===== src/rtl/fpu_ret_merge.sv =====
// Retire-status merge queue for FP lanes u1/u3/u5: compacts up to three retire
// words per cycle into a circular buffer and presents the two oldest entries.
module fpu_ret_merge #(
   parameter int DEPTH = 8,
   parameter int RET_W = 14
) (
   input  logic                   clk,
   input  logic                   rst,
   input  logic [RET_W-1:0]       u1_ret,
   input  logic                   u1_ret_en,
   input  logic [RET_W-1:0]       u3_ret,
   input  logic                   u3_ret_en,
   input  logic [RET_W-1:0]       u5_ret,
   input  logic                   u5_ret_en,
   output logic [RET_W-1:0]       out0_ret,
   output logic                   out0_vld,
   output logic [RET_W-1:0]       out1_ret,
   output logic                   out1_vld,
   input  logic [1:0]             out_take,
   output logic                   stall,
   output logic [$clog2(DEPTH):0] count,
   output logic                   err
);

   localparam int AW = $clog2(DEPTH);
   localparam int CW = AW + 1;
   localparam logic [CW-1:0] DEPTH_C = CW'(DEPTH);

   logic [RET_W-1:0] mem_q [DEPTH];
   logic [AW-1:0]    head_q, head_d;
   logic [AW-1:0]    tail_q, tail_d;
   logic [AW-1:0]    head_p1;
   logic [CW-1:0]    count_q, count_d;
   logic             stall_q, stall_d;
   logic             err_q, err_d;

   logic [1:0]       take_n;
   logic             take_err;
   logic [CW-1:0]    space;
   logic [1:0]       slot3, slot5;
   logic             wr1, wr3, wr5;
   logic [1:0]       n_acc;
   logic             ovf;
   logic [AW-1:0]    addr1, addr3, addr5;

   // Outputs come from registered state only; no input reaches them combinationally.
   assign head_p1  = head_q + AW'(1);
   assign out0_ret = mem_q[head_q];
   assign out1_ret = mem_q[head_p1];
   assign out0_vld = (count_q != '0);
   assign out1_vld = (count_q >= CW'(2));
   assign count    = count_q;
   assign stall    = stall_q;
   assign err      = err_q;

   always_comb begin
      take_n   = 2'd0;
      take_err = 1'b0;
      case (out_take)
         2'b00: ;
         2'b01: begin
            if (out0_vld) take_n = 2'd1;
            else          take_err = 1'b1;
         end
         2'b11: begin
            if (out1_vld) begin
               take_n = 2'd2;
            end else begin
               take_err = 1'b1;
               if (out0_vld) take_n = 2'd1;
            end
         end
         default: take_err = 1'b1;
      endcase

      // Slots freed by this cycle's dequeue are reusable by this cycle's enqueue.
      space = DEPTH_C - count_q + CW'(take_n);

      slot3 = {1'b0, u1_ret_en};
      slot5 = {1'b0, u1_ret_en} + {1'b0, u3_ret_en};

      wr1 = u1_ret_en && (space != '0);
      wr3 = u3_ret_en && (CW'(slot3) < space);
      wr5 = u5_ret_en && (CW'(slot5) < space);

      n_acc = {1'b0, wr1} + {1'b0, wr3} + {1'b0, wr5};
      ovf   = (u1_ret_en && !wr1) || (u3_ret_en && !wr3) || (u5_ret_en && !wr5);

      addr1 = tail_q;
      addr3 = tail_q + AW'(slot3);
      addr5 = tail_q + AW'(slot5);

      head_d  = head_q + AW'(take_n);
      tail_d  = tail_q + AW'(n_acc);
      count_d = count_q + CW'(n_acc) - CW'(take_n);
      stall_d = (DEPTH_C - count_d) < CW'(3);
      err_d   = err_q | take_err | ovf;
   end

   always_ff @(posedge clk or negedge rst) begin
      if (!rst) begin
         head_q  <= '0;
         tail_q  <= '0;
         count_q <= '0;
         stall_q <= 1'b0;
         err_q   <= 1'b0;
      end else begin
         head_q  <= head_d;
         tail_q  <= tail_d;
         count_q <= count_d;
         stall_q <= stall_d;
         err_q   <= err_d;
      end
   end

   // Entry storage carries no reset; validity is tracked by count_q alone.
   always_ff @(posedge clk) begin
      if (wr1) mem_q[addr1] <= u1_ret;
      if (wr3) mem_q[addr3] <= u3_ret;
      if (wr5) mem_q[addr5] <= u5_ret;
   end

endmodule


===== config.mk =====
export PLATFORM = sky130hd
export DESIGN_NAME = fpu_ret_merge
export DESIGN_NICKNAME = d
export VERILOG_FILES = /design/src/rtl/fpu_ret_merge.sv
export SDC_FILE = /design/constraint.sdc
export NUM_CORES = 1
export LEC_CHECK = 0
export CAP_MARGIN = 20
export CORE_MARGIN = 2
export CORE_UTILIZATION = 53
export DETAILED_ROUTE_END_ITERATION = 7
export DONT_BUFFER_PORTS = 1
export PLACE_DENSITY = 0.71
export SYNTH_ARGS = -nofsm -noshare
export SYNTH_HDL_FRONTEND = slang
export SYNTH_SLANG_ARGS = --single-unit

===== constraint.sdc =====
create_clock -name clk -period 4.9 [get_ports clk]
set_input_delay 0.98 -clock clk [delete_from_list [all_inputs] [get_ports clk]]
set_output_delay 0.98 -clock clk [all_outputs]
set_load 0.01 [all_outputs]

==> results.cfg <==
[outcome]
outcome = finished clean

[critical_path]
path_buf_inv = 5
cp_top_family = adder cells
reg2reg_depth = 22
cp-start-kind = flop
path_max_fanout = 4
arrival_ps = 5020
endpoint_kind = flop
worstSetupPathDepth = 22
path_class = flop to flop
path_cells = inv_1 -> ha_2 -> nand2_2 -> nand2_8 -> nand3_4 -> ha_4 -> fa_2 -> ha_1 -> o21ai_0 -> nand2b_1 -> o211ai_2 -> and2_1 -> fa_2 -> inv_1 -> ha_1 -> inv_1 -> ha_2 -> inv_2 -> fa_1 -> inv_1 -> or4b_4 -> o21ai_1
cp_slowest_stage_delay_ps = 530
crit_top_cell = inv_1
critical_path_required_ps = 5250
slowest_stage = fa_2

[sta]
worst_slack_ps = 235
max_slew_margin_pct = 27.3
hold_ws_ps = 248
finalHoldViolCount = 0
max_freq_ghz = 0.214
period_needed_ps = 4660
fin_crit_sh_pct = 95.2
worst_pin_slew_ps = 1090
setup-violations-final = 0
finalClockSkew_ps = 7.54
slew_viol_final = 0

[final_layout]
syn2layout_area_growth_pct = 9.39
fillCellCount = 1425
drive_gt1_share_pct = 20.6
post-route-util_pct = 58.8
fin_nets = 950
layoutNonFillerInstCount = 1117
n_antenna_cell = 0

[grt]
grt_use_total_pct = 31.6
grt_overflow_total = 0
antenna_found_initial = 0
grt_pass1_vias = 7344
grt_max_degree = 145
grt_pass1_wl_um = 42800

[routing]
drtIter0Drc = 1080
vias = 7661
via_per_inst = 6.86
drt-total-wl_um = 27900
antenna_left = 0
drc = 0
wl_per_cell_um = 25.0
drtPass1Iterations = 6

[pwr]
leakage_nw = 3.38
powerDensity_nw_per_um2 = 842
peakVddDrop_mv = 0.488

[synthesis]
ys_types = 44
syn_inst = 919
syn_area_um2 = 9240
synth_top_area_share_pct = 36.4
avgSynthCellArea_um2 = 10.0
synth_top_area_cell = edfxtp_1
synth_area_leaders = edfxtp_1, mux4_2, or3_1
ys_seq_elements = 124
syn_nets = 990
synth_warnings = 0
seq_area_frac_synth_pct = 39.7

[placed_design]
gp_congestion = 0.852
pre_cts_slack_ps = 41.6
place_hpwl_um = 17100
portBuffers = 0
place_inst = 1084

[clock_network]
clk_latency_ps = 420
ctsHoldBuffers = 0
h-tree-depth = 4
clk_pin_slew_ps = 60
cts_sinks = 124
cts.path.max_buffers = 2
cts-root-buf = clkbuf_16
cts_tree = yes
cts_buffers = 17

[die]
start_util_pct = 53.8
io_pins = 85
die-area_um2 = 18500
dieHeight_um = 136
die_x_um = 136
rows = 48
coreArea_um2 = 17200

[run]
cap_viol_max_count = 0

[min_path]
hp-class = input port to async pin
power by group:
part / total [W] / internal, W / leakage [nW] / switching, W
Clock: 0.00135 / 0.000890 / 0.299 / 0.000456
Combinational: 0.00490 / 0.00201 / 1.91 / 0.00290
Sequential: 0.00225 / 0.00196 / 1.17 / 0.000298
Total: 0.00850 / 0.00485 / 3.38 / 0.00365
worst register-to-register path: cells and delay by family (launching register included):
kind	cells	cell delay (ps)
buffers and inverters	5	280
adder cells (fa/ha/maj)	8	2610
AO/OA/AOI/OAI	3	240
AND/OR/NAND/NOR	6	1060
flip-flops	1	380
state kept, by name, indices dropped and copies added, names as in the netlist:
register,flops
head_q,3
mem_q,112
stall,1
err,1
addr1,3
count,4
metrics by stage:
step / TNS [ps] / cell area, µm² / total power, W
finish: 0 / 10100 / 0.00850
global placement: 0 / 9460 / 0.00697
global route: -11.9 / 10100 / 0.00898
floorplan: -7.12 / 9320 / 0.00577
CTS: 0 / 10100 / 0.00844
detailed placement: 0 / 9460 / 0.00709
cells by family (layout without fill, tap and decap cells):
| group | Yosys count | after routing | share of synthesized area [%] |
|---|---|---|---|
| compound gates | 256 | 256 | 16.3 |
| simple gates | 302 | 302 | 16.4 |
| fa+ha+maj | 23 | 23 | 3.66 |
| flops | 124 | 124 | 39.7 |
| buf+inv | 121 | 94 | 5.93 |
| mux | 84 | 84 | 17.1 |
| xor+xnor | 9 | 9 | 0.935 |
final cells by class:
cell class                      count  area (µm²)  area share [%]
Inverter                           19        71.3           0.706
Tap cell                          225         282            2.79
Sequential cell                   124        3670            36.3
Clock buffer                       17         425            4.21
Clock inverter                     15         203            2.01
Timing Repair Buffer               43         323            3.20
Multi-Input combinational cell    674        5130            50.8
Yosys cell counts:
| cell type | count |
|---|---|
| nor2b_4 | 1 |
| and2_1 | 1 |
| o21ai_2 | 1 |
| xor2_2 | 1 |
| o41ai_1 | 4 |
| buf_1 | 4 |
| a21o_1 | 1 |
| buf_6 | 5 |
| a31oi_1 | 112 |
| inv_1 | 19 |
| clkbuf_1 | 48 |
| or3_1 | 114 |
| nor3_1 | 3 |
| maj3_1 | 1 |
| nor2b_1 | 2 |
| xnor2_1 | 4 |
| a31o_2 | 1 |
| a41o_1 | 4 |
| a22o_1 | 1 |
| edfxtp_1 | 112 |
| ha_1 | 15 |
| a21oi_1 | 3 |
| a211o_1 | 1 |
| a21oi_4 | 1 |
| clkbuf_2 | 19 |
| o211ai_2 | 1 |
| nand2_1 | 30 |
| and3_1 | 1 |
| nand2b_1 | 16 |
| dfrtp_1 | 12 |
| o31a_1 | 1 |
| mux4_2 | 56 |
| nand3_1 | 8 |
| o21a_1 | 5 |
| o21ai_0 | 117 |
| o21ai_1 | 3 |
| or2_2 | 2 |
| nand4_1 | 4 |
| or4b_2 | 1 |
| mux2_2 | 28 |
| xor2_1 | 4 |
| nor2_1 | 119 |
| buf_2 | 26 |
| fa_1 | 7 |
layout by cell type, fill, tap and decap left out, types with 4 or more instances in the layout:
| master | Yosys | final |
|---|---|---|
| mux4_2 | 56 | 56 |
| xnor2_1 | 4 | 4 |
| nand3_1 | 8 | 7 |
| o21ai_0 | 117 | 115 |
| buf_4 | 0 | 43 |
| inv_1 | 19 | 17 |
| edfxtp_1 | 112 | 112 |
| bufinv_16 | 0 | 5 |
| o41ai_2 | 0 | 4 |
| o21a_1 | 5 | 5 |
| a41o_1 | 4 | 4 |
| ha_1 | 15 | 12 |
| clkinv_1 | 0 | 4 |
| o21ai_1 | 3 | 4 |
| or3_1 | 114 | 114 |
| mux2_2 | 28 | 28 |
| fa_1 | 7 | 5 |
| dfrtp_1 | 12 | 10 |
| clkbuf_16 | 0 | 17 |
| nand2b_1 | 16 | 16 |
| nand4_1 | 4 | 4 |
| a31oi_1 | 112 | 112 |
| nand2_1 | 30 | 28 |
| nor2_1 | 119 | 118 |
worst paths after layout:
check,start,end,slack (ps)
max,count[2],stall,240
min,rst,err,250
max reg2reg,count[2],stall,240
min reg2reg,err,err,540
max in group asynchronous,rst,head_q[1],4560
min in group clk,err,err,540
routing by layer:
layer	routed length (µm)	GRT usage, %	part of all wire (%)	vias to the layer above
met3	3350	8.13	12	100
met4	1000	13.0	3.6	0
met1	10200	40.7	37	3627
met2	13300	50.9	48	499
met5	0	0	0	-
li1	-	-	-	3435
what timing repair did:
action                     4_1_cts  5_1_grt
buffers inserted                 0        1
gates resized for setup          0        2
setup endpoints to repair        0        1
No activity file was read; power rests on OpenSTA's default activity.
